### config.mk
export PLATFORM = sky130hd
export DESIGN_NAME = fp_div_seq
export DESIGN_NICKNAME = d
export VERILOG_FILES = /design/src/rtl/fp_pkg.sv /design/src/rtl/fp_mant_div.sv /design/src/rtl/fp_div_seq.sv
export SDC_FILE = /design/constraint.sdc
export NUM_CORES = 1
export LEC_CHECK = 0
export CORE_ASPECT_RATIO = 1.2
export CORE_MARGIN = 5
export CORE_UTILIZATION = 56
export CTS_CLUSTER_SIZE = 24
export DETAILED_ROUTE_END_ITERATION = 6
export PLACE_DENSITY = 0.89
export SLEW_MARGIN = 25
export SYNTH_ARGS = -nofsm -noshare
export SYNTH_HDL_FRONTEND = slang
export SYNTH_SLANG_ARGS = --single-unit
export TNS_END_PERCENT = 20
### constraint.sdc
create_clock -name clk -period 3.4 [get_ports clk]
set_clock_uncertainty 0.15 [all_clocks]
set_input_delay 0.68 -clock clk [delete_from_list [all_inputs] [get_ports clk]]
set_output_delay 0.68 -clock clk [all_outputs]
set_load 0.02 [all_outputs]
### src/rtl/fp_pkg.sv
// Shared definitions for the sequential FP divider.
// Holds the IEEE-754 single-precision field widths, the exponent bias,
// the saturated exponent code and the divider control state encoding.
package fp_pkg;

    localparam int BIAS       = 127;
    localparam int EXP_W      = 8;
    localparam int FRAC_W     = 23;
    localparam int MANT_W     = FRAC_W + 1;

    localparam logic [EXP_W-1:0] EXP_INF = 8'hFF;

    typedef enum logic [1:0] {
        IDLE,
        DIVIDE,
        NORM,
        DONE
    } state_t;

endpackage

### src/rtl/fp_mant_div.sv
// Restoring mantissa divider core, one quotient bit per clock.
// Ports:
//   clk, rst_n : clock, synchronous active-low reset
//   load       : capture dividend m1 and divisor m2, clear quotient/count
//   step       : produce one quotient bit
//   m1, m2     : 24-bit mantissas with the hidden bit set
//   q          : ITER-bit quotient, 1 integer bit then ITER-1 fraction bits
//   ready      : the current step produces the final quotient bit
module fp_mant_div
    import fp_pkg::*;
#(
    parameter int ITER = 25
) (
    input  logic              clk,
    input  logic              rst_n,
    input  logic              load,
    input  logic              step,
    input  logic [MANT_W-1:0] m1,
    input  logic [MANT_W-1:0] m2,
    output logic [ITER-1:0]   q,
    output logic              ready
);

    // Remainder carries one extra bit: it stays below 2*D, so the shifted
    // value always fits without loss.
    logic [MANT_W:0]   rem;
    logic [MANT_W-1:0] dvs;
    logic [4:0]        count;
    logic [MANT_W:0]   diff;
    logic              ge;

    assign ge    = (rem >= {1'b0, dvs});
    assign diff  = rem - {1'b0, dvs};
    assign ready = (count == 5'(ITER - 1));

    always_ff @(posedge clk) begin
        if (!rst_n) begin
            rem   <= '0;
            dvs   <= '0;
            q     <= '0;
            count <= '0;
        end else if (load) begin
            rem   <= {1'b0, m1};
            dvs   <= m2;
            q     <= '0;
            count <= '0;
        end else if (step) begin
            if (ge) begin
                q   <= {q[ITER-2:0], 1'b1};
                rem <= {diff[MANT_W-1:0], 1'b0};
            end else begin
                q   <= {q[ITER-2:0], 1'b0};
                rem <= {rem[MANT_W-1:0], 1'b0};
            end
            count <= count + 5'd1;
        end
    end

endmodule

### src/rtl/fp_div_seq.sv
// Sequential IEEE-754 single-precision divider, out = in1 / in2.
// Truncating, denormals flushed to zero, NaN/Inf not specially handled.
// Ports:
//   clk, rst_n  : clock, synchronous active-low reset
//   start       : request, accepted only while idle; in1/in2 sampled then
//   in1, in2    : dividend, divisor
//   busy        : operation in progress (cycle after acceptance until done)
//   done        : one-cycle pulse, out valid
//   out         : quotient, held until the next accepted start
//   div_by_zero : in2 was zero
//   overflow    : result saturated to infinity
//
// state  | meaning
// IDLE   | waiting for start
// DIVIDE | mantissa core producing one quotient bit per cycle
// NORM   | normalise, range-check and write out (skipped for zero operands)
// DONE   | done pulse, busy already low
module fp_div_seq
    import fp_pkg::*;
#(
    parameter int DATA_WIDTH = 32,
    parameter int ITER       = 25
) (
    input  logic                  clk,
    input  logic                  rst_n,
    input  logic                  start,
    input  logic [DATA_WIDTH-1:0] in1,
    input  logic [DATA_WIDTH-1:0] in2,
    output logic                  busy,
    output logic                  done,
    output logic [DATA_WIDTH-1:0] out,
    output logic                  div_by_zero,
    output logic                  overflow
);

    state_t state;

    logic              sign_r;
    logic signed [9:0] exp_r;
    logic              bypass_r;

    logic [EXP_W-1:0]  exp1;
    logic [EXP_W-1:0]  exp2;
    logic              sign_in;
    logic signed [9:0] exp_in;

    logic              mant_load;
    logic              mant_step;
    logic [ITER-1:0]   q;
    logic              ready;

    logic signed [9:0] exp_adj;
    logic [FRAC_W-1:0] frac_n;

    assign exp1    = in1[DATA_WIDTH-2 -: EXP_W];
    assign exp2    = in2[DATA_WIDTH-2 -: EXP_W];
    assign sign_in = in1[DATA_WIDTH-1] ^ in2[DATA_WIDTH-1];
    assign exp_in  = $signed({2'b00, exp1}) - $signed({2'b00, exp2}) + 10'(BIAS);

    assign mant_load = (state == IDLE) && start && (exp1 != '0) && (exp2 != '0);
    assign mant_step = (state == DIVIDE);

    fp_mant_div #(
        .ITER (ITER)
    ) u_mant_div (
        .clk   (clk),
        .rst_n (rst_n),
        .load  (mant_load),
        .step  (mant_step),
        .m1    ({1'b1, in1[FRAC_W-1:0]}),
        .m2    ({1'b1, in2[FRAC_W-1:0]}),
        .q     (q),
        .ready (ready)
    );

    // Quotient of two [1,2) mantissas lies in (0.5,2): at most one left
    // shift is needed, paid for by decrementing the exponent.
    always_comb begin
        exp_adj = exp_r;
        frac_n  = q[FRAC_W-1:0];
        if (q[ITER-1]) begin
            frac_n = q[FRAC_W:1];
        end else begin
            exp_adj = exp_r - 10'sd1;
        end
    end

    always_ff @(posedge clk) begin
        if (!rst_n) begin
            state       <= IDLE;
            busy        <= 1'b0;
            done        <= 1'b0;
            out         <= '0;
            div_by_zero <= 1'b0;
            overflow    <= 1'b0;
            sign_r      <= 1'b0;
            exp_r       <= '0;
            bypass_r    <= 1'b0;
        end else begin
            unique case (state)
                IDLE: begin
                    done <= 1'b0;
                    if (start) begin
                        busy        <= 1'b1;
                        div_by_zero <= 1'b0;
                        overflow    <= 1'b0;
                        sign_r      <= sign_in;
                        exp_r       <= exp_in;
                        if (exp2 == '0) begin
                            out         <= {sign_in, EXP_INF, {FRAC_W{1'b0}}};
                            div_by_zero <= 1'b1;
                            bypass_r    <= 1'b1;
                            state       <= NORM;
                        end else if (exp1 == '0) begin
                            out      <= {sign_in, {(DATA_WIDTH-1){1'b0}}};
                            bypass_r <= 1'b1;
                            state    <= NORM;
                        end else begin
                            bypass_r <= 1'b0;
                            state    <= DIVIDE;
                        end
                    end
                end
                DIVIDE: begin
                    if (ready) begin
                        state <= NORM;
                    end
                end
                NORM: begin
                    if (!bypass_r) begin
                        if (exp_adj >= 10'sd255) begin
                            out      <= {sign_r, EXP_INF, {FRAC_W{1'b0}}};
                            overflow <= 1'b1;
                        end else if (exp_adj <= 10'sd0) begin
                            out <= {sign_r, {(DATA_WIDTH-1){1'b0}}};
                        end else begin
                            out <= {sign_r, exp_adj[EXP_W-1:0], frac_n};
                        end
                    end
                    busy  <= 1'b0;
                    done  <= 1'b1;
                    state <= DONE;
                end
                DONE: begin
                    done  <= 1'b0;
                    state <= IDLE;
                end
                default: begin
                    state <= IDLE;
                end
            endcase
        end
    end

endmodule

==> PnR_summary.wiki <==
{| class="wikitable"
! Metric !! Value
|-
| Top-area cell type share of the netlist area || around 34%
|-
| Placement row count || between 40 and 50
|-
| Core outline area || approximately 13000 um^2
|-
| Crit share post-route || between 90% and 100%
|-
| Post-layout minimum cycle time || between 3 and 4 ns
|-
| Most instantiated flip-flop cell in the synthesis netlist || dfxtp_1
|-
| Number of clock buffers inserted by TritonCTS || 17
|-
| Share of synthesized registers carrying an async set or reset || 0%
|-
| Initial antenna violation count || 0
|-
| Max transition margin || between 30% and 40%
|-
| Total routed wirelength || roughly 19000 um
|-
| Post-CTS setup buffer count || 0
|-
| Share of post-route cells with drive strength above 1 || 9.90%
|-
| Die boundary width || 116 um
|-
| Most area-consuming cells after synthesis || dfxtp_1 (34%), mux2i_1 (7.2%), ha_1 (6.7%), nand2_1 (6.2%), a21oi_1 (4.6%)
|-
| Filler instances || roughly 1000
|-
| Netlist cell types || 75
|-
| Mapped Nets || between 1000 and 1500
|-
| Clock root buffer || clkbuf_16
|-
| Sequential fraction of the synthesis area || 34.4%
|-
| Number of optimization iterations in the first detailed-route pass || 5
|-
| Leading cell types by count after synthesis || dfxtp_1 (129), nand2_1 (124), nor2_1 (78)
|-
| Maximum buffer depth of the clock tree || 2
|-
| Wire length of the first global-routing pass || approximately 30000 um
|-
| Outcome || finished clean
|-
| Starting density of the core || a little under three fifths
|-
| Clock sink count || 129
|-
| Total global routing track utilization || a little under a quarter
|-
| Placement Setup Slack || -0.394 ns
|-
| Maximum net fanout on the critical path || 3
|-
| Number of design-rule violations left by the first detailed-router iteration || between 400 and 500
|-
| CTS tree || done
|-
| Number of maximum-capacitance violations || 0
|-
| Final WS setup || around 0.15 ns
|-
| Leakage power figure || roughly 3.6 nW
|-
| Hold-fix buffers at CTS || 0
|-
| Post-detailed-route count of antenna-violating nets || 0
|-
| I/O pin cnt || between 100 and 150
|-
| Number of I/O port buffers || approximately 100
|-
| Aggregate global routing overflow || 0
|-
| Count of mapped cells out of synthesis || between 900 and 1000
|-
| Vias per Instance || 5.78
|-
| Final design utilization || a little under three quarters
|-
| Number of nets in the layout || ~1100
|-
| Endpoint kind of the worst setup timing path || register
|-
| Global placer's final weighted congestion || ~0.94
|-
| Max Freq || 308 MHz
|-
| Via total after detailed routing || about 7000
|-
| Setup repair after global routing missed its margin || no
|-
| PD cells || approximately 950 nW/um^2
|-
| Worst setup path class || primary input to register
|-
| Top cell type by total area after synthesis || dfxtp_1
|-
| Area of the die || roughly 16000 um^2
|-
| Clock-pin slew on the worst setup and hold paths || ~0.06 ns
|-
| Count leader, synth || dfxtp_1
|-
| Area growth from synthesis to final layout || 24.6%
|-
| Number of remaining DRC errors || 0
|-
| Startpoint of the most critical setup path || in1[23]
|-
| Number of max-slew violations in the final report || 0
|-
| Required time of the worst setup path || ~3.6 ns
|-
| RR Startpoint || u_mant_div.q[24]
|-
| Final HPWL DP || 13600 um
|-
| Setup violations, final || 0
|-
| Final hold violation count || 0
|-
| Avg WL per Cell || about 16 um
|-
| Flip-flop and latch count after synthesis || about 130
|-
| Critical path launch point type || primary input
|-
| Worst skew pair latency || roughly 0.42 ns
|-
| Yosys warning total || 0
|-
| Type of the tightest min-delay check || register to register
|-
| Peak supply drop || ~0.55 mV
|-
| Average cell area after synthesis || ~8 um^2
|-
| Via count of the first global-routing pass || ~6700
|-
| Overall die height || 137 um
|-
| Netlist area before placement || around 7500 um^2
|-
| Antenna Cells || 0
|-
| Data arrival time of the worst path || 3.41 ns
|-
| Measured slew at the worst slew-check pin || 0.906 ns
|-
| Maximum number of pins on one net before global-route repair || 56
|-
| H-tree Lvls || 4
|-
| Critical hold path startpoint || out[1]
|-
| Flop2flop setup slack || between 0.2 and 0.25 ns
|-
| EDFF count, synth || 0
|}
critical path, stage by stage:
cell	delay (ns)
clkdlybuf4s50_1	0.43
inv_1	0.07
ha_1	0.17
inv_1	0.06
fa_1	0.41
a21o_1	0.21
a21oi_2	0.22
xnor2_1	0.13
a2111oi_1	0.49
nor2b_1	0.28
o211a_1	0.20
a211oi_1	0.06
per-stage QoR:
stage	instance area, um^2	hold slack [ns]	instances	power [mW]	TNS [ns]
final	9350	0.301	1198	8.84	0
after CTS	9340	0.304	1198	8.81	0
after global routing	9350	0.324	1198	9.41	0
after detailed placement	8770	0.291	1167	7.00	-1.50
after floorplan	7500	0.286	917	5.73	0
after global placement	8770	0.284	1167	6.90	-0.573
area by class of cell:
type                            instances  area, um^2  share of cell area [%]
Multi-Input combinational cell        680        4480                    48.0
Sequential cell                       129        2580                    27.6
Timing Repair Buffer                  138        1300                    13.9
Clock buffer                           21         460                    4.93
Tap cell                              168         210                    2.25
Inverter                               52         195                    2.09
Clock inverter                         10         111                    1.19
cell usage in the layout (no fill, tap or decap), types with 4 or more instances in the layout:
cell type and count:
dfxtp_1 129, nand2_1 124, clkdlybuf4s50_1 102, nor2_1 77, a21oi_1 68, mux2i_1 54, inv_1 51, o21ai_0 45
ha_1 39, buf_4 35, xnor2_1 24, a211oi_1 24, o21ai_2 20, nand3_1 18, clkbuf_16 17, a21o_1 16
xor2_1 12, o31ai_1 11, and3_1 10, nand4_1 9, or3_1 9, nor3_1 9, a31oi_1 8, nor2b_1 7
a221o_1 7, nand2b_1 6, a32oi_1 6, o211ai_1 5, o22ai_1 5, nor4_1 4, o21bai_1 4, clkinv_2 4
power breakdown:
| part | internal [mW] | switching, mW | leakage, nW | total [mW] |
|---|---|---|---|---|
| logic | 2.09 | 2.92 | 2.29 | 5.01 |
| clock network | 1.11 | 0.657 | 0.275 | 1.76 |
| registers | 1.81 | 0.256 | 1.05 | 2.06 |
| total | 5.00 | 3.84 | 3.62 | 8.84 |
per-layer routing:
metal	wire, um	vias to the layer above	track usage [%]
li1	-	3455	-
met1	7530	3234	26.3
met2	9730	197	44.0
met3	964	34	5.04
met4	433	0	9.54
met5	0	-	0
state kept, by name (all words and copies together), names as in the netlist:
name	flops
state	2
u_mant_div.q	25
overflow	1
u_mant_div.count	5
bypass_r	1
busy	1
done	1
u_mant_div.rem	25
u_mant_div.dvs	24
exp_r	10
sign_r	1
div_by_zero	1
out	32
kinds of logic after synthesis:
kind of cell	count (synthesis)	share of synthesized area, %
multiplexers	54	7.20
XOR/XNOR	36	4.20
AND/OR/NAND/NOR	294	18.0
AO/OA/AOI/OAI	254	23.1
adder cells (fa/ha/maj)	42	7.20
buffers and inverters	108	5.94
flip-flops	129	34.4
path summary, 6_finish.rpt:
| path | cells after the start | to |
|---|---|---|
| worst min register to register | 2 | out[1] |
| worst max-delay path | 12 | exp_r[8] |
| worst min-delay path | 2 | out[1] |
| worst max register to register | 9 | out[17] |
repair_timing:
item	CTS	global route
setup endpoints to repair	1	3
endpoints found under the hold margin	0	0
gates resized for setup	1	1
No activity file was read; power rests on OpenSTA's default activity.
